<file path="config.mk">
export PLATFORM = sky130hd
export DESIGN_NAME = kbd_char_queue
export DESIGN_NICKNAME = d
export VERILOG_FILES = /design/src/rtl/kbd_pkg.sv /design/src/rtl/kbd_char_queue_sync_fifo.sv /design/src/rtl/kbd_char_queue.sv
export SDC_FILE = /design/constraint.sdc
export NUM_CORES = 1
export LEC_CHECK = 0
export CORE_MARGIN = 3
export CORE_UTILIZATION = 48
export CTS_CLUSTER_DIAMETER = 80
export DETAILED_ROUTE_END_ITERATION = 8
export HOLD_SLACK_MARGIN = 0.06
export PLACE_DENSITY = 0.87
export RECOVER_POWER = 100
export REMOVE_ABC_BUFFERS = 1
export SYNTH_ARGS = -nofsm -noshare
export SYNTH_HDL_FRONTEND = slang
export SYNTH_SLANG_ARGS = --single-unit
</file>
<file path="constraint.sdc">
create_clock -name clock -period 3.7 [get_ports clock]
set_clock_uncertainty 0.1 [all_clocks]
set_input_delay 0.74 -clock clock [delete_from_list [all_inputs] [get_ports clock]]
set_output_delay 0.74 -clock clock [all_outputs]
set_load 0.01 [all_outputs]
</file>
<file path="src/rtl/kbd_pkg.sv">
// Shared constants for the keyboard character queue.
// Holds scancode prefixes, the parser state encoding and the keyboardChar bit layout.
package kbd_pkg;

    localparam logic [7:0] SC_EXT   = 8'hE0;
    localparam logic [7:0] SC_BREAK = 8'hF0;

    typedef enum logic [1:0] {
        ST_IDLE      = 2'd0,
        ST_EXT       = 2'd1,
        ST_BREAK     = 2'd2,
        ST_EXT_BREAK = 2'd3
    } kbd_state_e;

    localparam int KC_NONEMPTY      = 15;
    localparam int KC_OVF           = 14;
    localparam int KC_EXT           = 8;
    localparam int KEY_WORD_DEFAULT = 62;

endpackage

</file>
<file path="src/rtl/kbd_char_queue_sync_fifo.sv">
// Small synchronous FIFO with extra-bit pointers.
// Flush beats push; push into a full FIFO is accepted only alongside a real pop.
module sync_fifo #(
    parameter int WIDTH = 9,
    parameter int DEPTH = 8
) (
    input  logic             clock,
    input  logic             reset,
    input  logic             push,
    input  logic             pop,
    input  logic             flush,
    input  logic [WIDTH-1:0] din,
    output logic             full,
    output logic             empty,
    output logic [WIDTH-1:0] head
);
    localparam int AW = $clog2(DEPTH);

    logic [AW:0]      rd_ptr_q, rd_ptr_d;
    logic [AW:0]      wr_ptr_q, wr_ptr_d;
    logic [AW:0]      count;
    logic [WIDTH-1:0] mem_q [DEPTH];
    logic [WIDTH-1:0] mem_d [DEPTH];
    logic             pop_ok;
    logic             push_ok;

    always_comb begin
        count    = wr_ptr_q - rd_ptr_q;
        empty    = (count == '0);
        full     = (count == (AW+1)'(DEPTH));
        pop_ok   = pop & ~empty & ~flush;
        push_ok  = push & ~flush & (~full | pop_ok);
        rd_ptr_d = rd_ptr_q;
        wr_ptr_d = wr_ptr_q;
        mem_d    = mem_q;
        if (flush) begin
            rd_ptr_d = wr_ptr_q;
        end else begin
            if (pop_ok) rd_ptr_d = rd_ptr_q + 1'b1;
            if (push_ok) begin
                mem_d[wr_ptr_q[AW-1:0]] = din;
                wr_ptr_d = wr_ptr_q + 1'b1;
            end
        end
        head = mem_q[rd_ptr_q[AW-1:0]];
    end

    // Storage needs no reset: head is masked by empty in the consumer.
    always_ff @(posedge clock) begin
        mem_q <= mem_d;
        if (reset) begin
            rd_ptr_q <= '0;
            wr_ptr_q <= '0;
        end else begin
            rd_ptr_q <= rd_ptr_d;
            wr_ptr_q <= wr_ptr_d;
        end
    end

endmodule

</file>
<file path="src/rtl/kbd_char_queue.sv">
// PS/2 scancode filter and key-press queue behind dmem's memory-mapped keyboard word.
// Valid/ready: scan_valid is a one-cycle strobe with no backpressure; a hit CPU read pops the head.
module kbd_char_queue
    import kbd_pkg::*;
#(
    parameter int DEPTH      = 8,
    parameter int inputAbits = 32,
    parameter int Abits      = 12,
    parameter int KEY_WORD   = KEY_WORD_DEFAULT
) (
    input  logic                  clock,
    input  logic                  reset,
    input  logic                  scan_valid,
    input  logic [7:0]            scan_code,
    input  logic                  mem_rd,
    input  logic                  mem_wr,
    input  logic [inputAbits-1:0] addr,
    input  logic [31:0]           din,
    output logic [15:0]           keyboardChar,
    output logic                  irq_key,
    output logic [1:0]            state_dbg
);
    kbd_state_e state_q, state_d;
    logic       ovf_q, ovf_d;
    logic       hit, pop_req, flush_req;
    logic       push_req;
    logic [8:0] push_data;
    logic       full, empty;
    logic [8:0] head;
    logic       unused_bits;

    assign unused_bits = ^{addr[inputAbits-1:Abits+2], addr[1:0], din[31:1]};

    always_comb begin
        hit       = (addr[Abits+1:2] == Abits'(KEY_WORD));
        pop_req   = mem_rd & hit;
        flush_req = mem_wr & hit & din[0];
    end

    // Break sequences are swallowed whole; 0xF0 inside a break is the discarded code.
    always_comb begin
        state_d   = state_q;
        push_req  = 1'b0;
        push_data = {1'b0, scan_code};
        if (scan_valid) begin
            case (state_q)
                ST_IDLE: begin
                    if (scan_code == SC_EXT)        state_d = ST_EXT;
                    else if (scan_code == SC_BREAK) state_d = ST_BREAK;
                    else                            push_req = 1'b1;
                end
                ST_EXT: begin
                    if (scan_code == SC_BREAK) begin
                        state_d = ST_EXT_BREAK;
                    end else if (scan_code != SC_EXT) begin
                        push_req  = 1'b1;
                        push_data = {1'b1, scan_code};
                        state_d   = ST_IDLE;
                    end
                end
                default: state_d = ST_IDLE;
            endcase
        end
        if (flush_req) state_d = ST_IDLE;
    end

    always_comb begin
        ovf_d = ovf_q;
        if (flush_req)                           ovf_d = 1'b0;
        else if (push_req & full & ~pop_req)     ovf_d = 1'b1;
    end

    always_ff @(posedge clock) begin
        if (reset) begin
            state_q <= ST_IDLE;
            ovf_q   <= 1'b0;
        end else begin
            state_q <= state_d;
            ovf_q   <= ovf_d;
        end
    end

    sync_fifo #(
        .WIDTH (9),
        .DEPTH (DEPTH)
    ) u_fifo (
        .clock (clock),
        .reset (reset),
        .push  (push_req),
        .pop   (pop_req),
        .flush (flush_req),
        .din   (push_data),
        .full  (full),
        .empty (empty),
        .head  (head)
    );

    always_comb begin
        keyboardChar              = 16'h0000;
        keyboardChar[KC_NONEMPTY] = ~empty;
        keyboardChar[KC_OVF]      = ovf_q;
        if (!empty) begin
            keyboardChar[KC_EXT] = head[8];
            keyboardChar[7:0]    = head[7:0];
        end
        irq_key   = ~empty;
        state_dbg = state_q;
    end

endmodule

</file>
Word-level counts from Yosys, hierarchy flattened
Index checks and enable logic that the tools add are counted.
{"block": "classes", "add_sub_neg": 3, "order_cmp": 3, "n_eq_ne": 8, "n_mux": 24, "n_bitwise": 16, "n_reduce_logical": 7}
{"operator": "72-bit bitwise mux", "count": 1}
{"operator": "9-bit two-way mux", "count": 8}
{"operator": "9-bit binary-select mux with 3-bit select", "count": 1}
{"operator": "9-bit demux with 3-bit select", "count": 1}
{"operator": "8-bit == test (second input constant)", "count": 2}
{"operator": "12-bit by 6-bit == test with 1-bit output (second input constant)", "count": 1}
{"operator": "1-bit AND", "count": 9}
{"operator": "4-bit by 1-bit adder with 4-bit output (second input constant)", "count": 2}
{"operator": "4-bit greater-or-equal comparator (second input constant)", "count": 2}
{"operator": "2-bit two-way mux", "count": 4}
{"operator": "4-bit two-way mux", "count": 2}
{"operator": "8-bit inequality test (second input constant)", "count": 1}
{"operator": "3-bit NOT with 4-bit output", "count": 2}
{"operator": "3-bit inequality test (second input constant)", "count": 2}
{"operator": "1-bit two-way mux", "count": 5}
{"operator": "4-bit == test (second input constant)", "count": 1}
{"operator": "4-bit zero test", "count": 1}
{"operator": "4-bit by 1-bit < comparator with 1-bit output (second input constant)", "count": 1}
{"operator": "1-bit NOT", "count": 4}
{"operator": "2-bit one-hot mux with 2 select lines", "count": 1}
{"operator": "4-bit subtractor", "count": 1}
{"operator": "3-bit AND reduction", "count": 1}
{"operator": "2-bit by 1-bit == test with 1-bit output (second input constant)", "count": 1}
{"operator": "2-bit zero test", "count": 1}
{"operator": "other kinds (6)", "count": 6}
{"block": "word_totals", "regBits": 83, "in_bits": 77, "out_inout_bits": 19, "wordCells": 73}

Depth between registers and ports, before layout
Gate-level depths: netlist of run 1.
{"block": "logic_depth", "word_depth": 8, "depth_mapped": 9, "ltp_nobuf": 8}

Cells and area by module
Synthesis of run 1 repeated with hierarchy kept, for this count alone.
{"block": "hier_totals", "hier_cells": 247, "area_unflattened_um2": 3716.1}
{"mod": "sync_fifo", "n_inst": 1, "cells_per_inst": 200, "area_each_um2": 3350.7, "seq_area_each_um2": 2322.2}
{"mod": "kbd_char_queue", "n_inst": 1, "cells_per_inst": 47, "area_each_um2": 365.4, "seq_area_each_um2": 60.1}

Worst setup path after synthesis of run 1
Ideal clock, no wire load.
{"block": "synth_path", "path_type": "in2reg", "from": "input addr[11]", "to": "register u_fifo.mem_q[27] in the netlist's numbering (enable)", "setup_time_ns": 0.389, "arrival_ns": 2.716, "required_time_ns": 3.211, "path_slack_ns": 0.495, "stages": 6, "n_path_buf": 0, "path_cell_list": "or4_4 -> nor2_1 -> nand3_2 -> a31oi_4 -> nand2_1 -> nor3b_1"}
{"block": "synth_via", "elab_chain_len": 8, "elab_cells_between_ends": 11, "classes_between": "1 x eq/ne; 9 x bitwise; 1 x reduce/logical"}
{"item": "start, declared", "line": "kbd_char_queue.sv:17", "text": "input logic [inputAbits-1:0] addr,"}
{"item": "12-bit by 6-bit == test with 1-bit output (*)", "line": "kbd_char_queue.sv:35", "text": "hit = (addr[Abits+1:2] == Abits'(KEY_WORD));"}
{"item": "1-bit AND (2 in a row)", "line": "kbd_char_queue.sv:37", "text": "flush_req = mem_wr & hit & din[0];"}
{"item": "1-bit NOT (no line)"}
{"item": "1-bit AND", "line": "kbd_char_queue_sync_fifo.sv:31", "text": "pop_ok = pop & ~empty & ~flush;"}
{"item": "1-bit OR", "line": "kbd_char_queue_sync_fifo.sv:32", "text": "push_ok = push & ~flush & (~full | pop_ok);"}
{"item": "1-bit AND", "line": "kbd_char_queue_sync_fifo.sv:32"}
{"item": "2-bit AND reduction (no line) (*)"}
{"item": "end signal, assigned", "line": "kbd_char_queue_sync_fifo.sv:50", "text": "mem_q <= mem_d;"}
{"item": "end, declared", "line": "kbd_char_queue_sync_fifo.sv:22", "text": "logic [WIDTH-1:0] mem_q [DEPTH];"}
Every way passes the cells marked *; elsewhere a longest branch is shown, timed or not.
A chain may end at the register's enable or synchronous reset.

Worst setup path in the final report of run 1
{"block": "layout_path", "from": "input addr[11]", "to": "register u_fifo.mem_q[36] in the netlist's numbering (enable)"}
The elaborated chain is that of the path after synthesis.

==> qor.yml, run 1 <==
status:
  outcome: "finished, final reports clean"
sta:
  fmax_mhz: 289
  fin_crit_sh: 0.936
  worst_pin_slew_ns: 1.17
  final-setup-viol-count: 0
  rsz0062_at_grt: "false"
  hold_viol_final: 0
  setup-tns-final_ns: 0
  period_needed_ns: 3.46
  final_max_slew_viol_count: 0
  slew_headroom: 0.218
grt:
  grt_usage: 0.184
  grt_max_degree: 22
  overflow: 0
  grt_pass1_vias: 2231
  grt_pass1_wl_mm: 11.7
  antenna_found_initial: 0
synth:
  synth_edf_count: 72
  synth_ff_type: "edfxtp_1"
  synth_top_area_share: 0.599
  seq_area_frac_synth: 0.660
  ys_types: 43
  ys_warn_count: 0
  synth_area_per_cell_um2: 15.6
  synth-seq-cells: 83
  synth_area_mm2: 0.00361
  postSynth.asyncResetShare: 0
  ys_top_cells_by_area: "edfxtp_1 (60%), mux4_2 (11%), dfxtp_1 (6.1%)"
  synth_area_leader_cell: "edfxtp_1"
  syn_inst: 231
route:
  drtIter0Drc: 143
  route.detailed.drc: 0
  drt-total-wl_mm: 7.13
  dr.pass1.iters: 4
  drtAntennaViolNets: 0
  vias_per_cell: 5.67
  wl_per_cell_um: 18.6
  num_vias: 2178
worst_setup_path:
  cp_data_required_time_ns: 3.58
  worstPathMaxFanout: 9
  cpPeakStageDelay_ns: 0.58
  crit_chain: "clkdlybuf4s50_1 -> or4_1 -> nor2_1 -> nand3_1 -> a31oi_4 -> nand2_1 -> nor3b_1 -> clkbuf_1"
  startpoint_type: "input pin"
  arrival_ns: 3.34
  end_kind: "flop"
  cp_slowest_cell: "or4_1"
  worst-setup-path-type: "in -> reg"
final_layout:
  antennaDiodeCount: 0
  layout-drive-gt1-share: 0.163
  final_core_util: 0.610
  nets: 365
  area_delta_synth_final_pct: 18.7
place:
  port-buffer-count: 39
  place_congestion: 0.779
  dpl.hpwl_mm: 4.80
floorplan:
  core_mm2: 0.00702
  die_y_um: 92.7
  boundaryPins: 96
  die_w_um: 92.7
  start_util: 0.514
  rows: 30
  die_area_mm2: 0.00859
clock_network:
  cts_tree: "built"
  clk_path_buf_depth: 2
  clk_latency_ns: 0.35
  clk_pin_slew_ns: 0.09
  numClockSinks: 83
  cts_buffers: 9
  htreeDepth: 3
  cts_root_buf: "clkbuf_8"
pwr:
  p_leak_uw: 0.00139
  vdd_ir_drop_max_v: 0.000196
  power_density_mw_per_mm2: 423
job:
  cap_violations: 0
hold_path:
  hold_path_class: "reg -> reg"
==> through the flow <==
stage                     std cells  power (uW)  cell area [um2]  hold slack, ns  worst slack, ns
after floorplan                 218        1150             3520           0.398            0.107
after global placement          368        1270             4160           0.427            0.136
after detailed placement        368        1270             4160           0.423           0.0979
after CTS                       384        1830             4330           0.442            0.127
after global routing            384        1890             4280           0.470           0.0893
final                           384        1810             4280           0.441            0.237
==> state kept, by name (all words and copies together) (netlist names) <==
signal	flops
ovf_q	1
state_dbg	2
u_fifo.rd_ptr_q	4
u_fifo.mem_q	72
u_fifo.wr_ptr_q	4
==> per-layer routing <==
metal | up-vias | part of all wire | GRT usage
li1 | 995 | - | -
met1 | 1072 | 0.40 | 0.236
met2 | 101 | 0.50 | 0.307
met3 | 10 | 0.090 | 0.0585
met4 | 0 | 0.015 | 0.0440
met5 | - | 0 | 0
==> worst max-delay path: cells and delay by family <==
kind / cells / cell delay, ns
simple gates: 5 / 1.30
buf+inv: 2 / 0.96
compound gates: 1 / 0.34
==> synthesized netlist by cell type (all sizes together) (2+ instances only) <==
cell and count:
mux4 18, ha 5, nand3b 2, edfxtp 72
nor2 10, a21oi 13, a211oi 4, dfxtp 11
clkbuf 8, nand2 25, buf 9, inv 5
and2 2, a31oi 2, nand3 4, nor3 5
a311oi 2, nor4 2, nand2b 2, or4 3
xnor2 5, nor3b 5, nor2b 3, nand4b 2
==> cells by family (layout without fill, tap and decap cells) <==
logic type	count (synthesis)	after routing	synth area share
flops	83	83	0.660
fa+ha+maj	5	5	0.0173
mux	19	19	0.115
buf+inv	23	76	0.0336
simple gates	67	67	0.104
compound gates	27	27	0.0541
xor+xnor	6	6	0.0146
other cells	1	5	0.00104
==> placed cells by master (no fill, tap or decap), types with 4 or more instances in the layout <==
cell type        instances
conb_1                   5
inv_1                    5
nor2_1                  10
ha_1                     5
nor3_1                   5
clkbuf_1                 7
edfxtp_1                72
clkbuf_8                 9
nand2_1                 24
xnor2_1                  5
buf_4                    5
nand3_1                  4
dfxtp_1                 10
a21oi_1                 12
nor3b_1                  5
clkdlybuf4s50_1         28
mux4_2                  18
dlygate4sd3_1           11
==> what timing repair did <==
item,4_1_cts,5_1_grt
hold buffers,0,0
gates resized for setup,0,1
setup buffers,0,0
setup endpoints to repair,0,2
==> final timing paths <==
check,from,endpoint,slack (ns),depth (start not counted)
worst max-delay path,addr[11],u_fifo.mem_q[36]$_DFFE_PP_,0.24,8
worst min-delay path,ovf_q$_SDFFE_PP0P_,ovf_q$_SDFFE_PP0P_,0.44,2
worst max register to register,u_fifo.rd_ptr_q[2]$_SDFFE_PP0P_,u_fifo.mem_q[36]$_DFFE_PP_,0.66,9
worst min register to register,ovf_q$_SDFFE_PP0P_,ovf_q$_SDFFE_PP0P_,0.44,2
==> layout make-up <==
type	instances	area [um2]
multi-input combinational	129	1110
sequential	83	2380
clock buffer	9	124
tap	96	120
timing repair buffer	54	469
inverter	6	22.5
clock inverter	7	52.6
fill	516	2740
==> power breakdown <==
part / internal, uW / total (uW) / switching (uW)
combinational: 92.1 / 190 / 98.0
sequential: 1040 / 1050 / 10.1
clock: 245 / 571 / 326
total: 1380 / 1810 / 434
(Power assumes the default switching activity.)
==> inputs of run 2 (changes only) <==
--- a/config.mk
+++ b/config.mk
@@ -13,6 +13,7 @@
 export PLACE_DENSITY = 0.87
 export RECOVER_POWER = 100
 export REMOVE_ABC_BUFFERS = 1
+export SKIP_CTS_REPAIR_TIMING = 1
 export SYNTH_ARGS = -nofsm -noshare
 export SYNTH_HDL_FRONTEND = slang
 export SYNTH_SLANG_ARGS = --single-unit
==> results of run 2 <==
Final layout, timing and power as in run 1 (identical DEF).
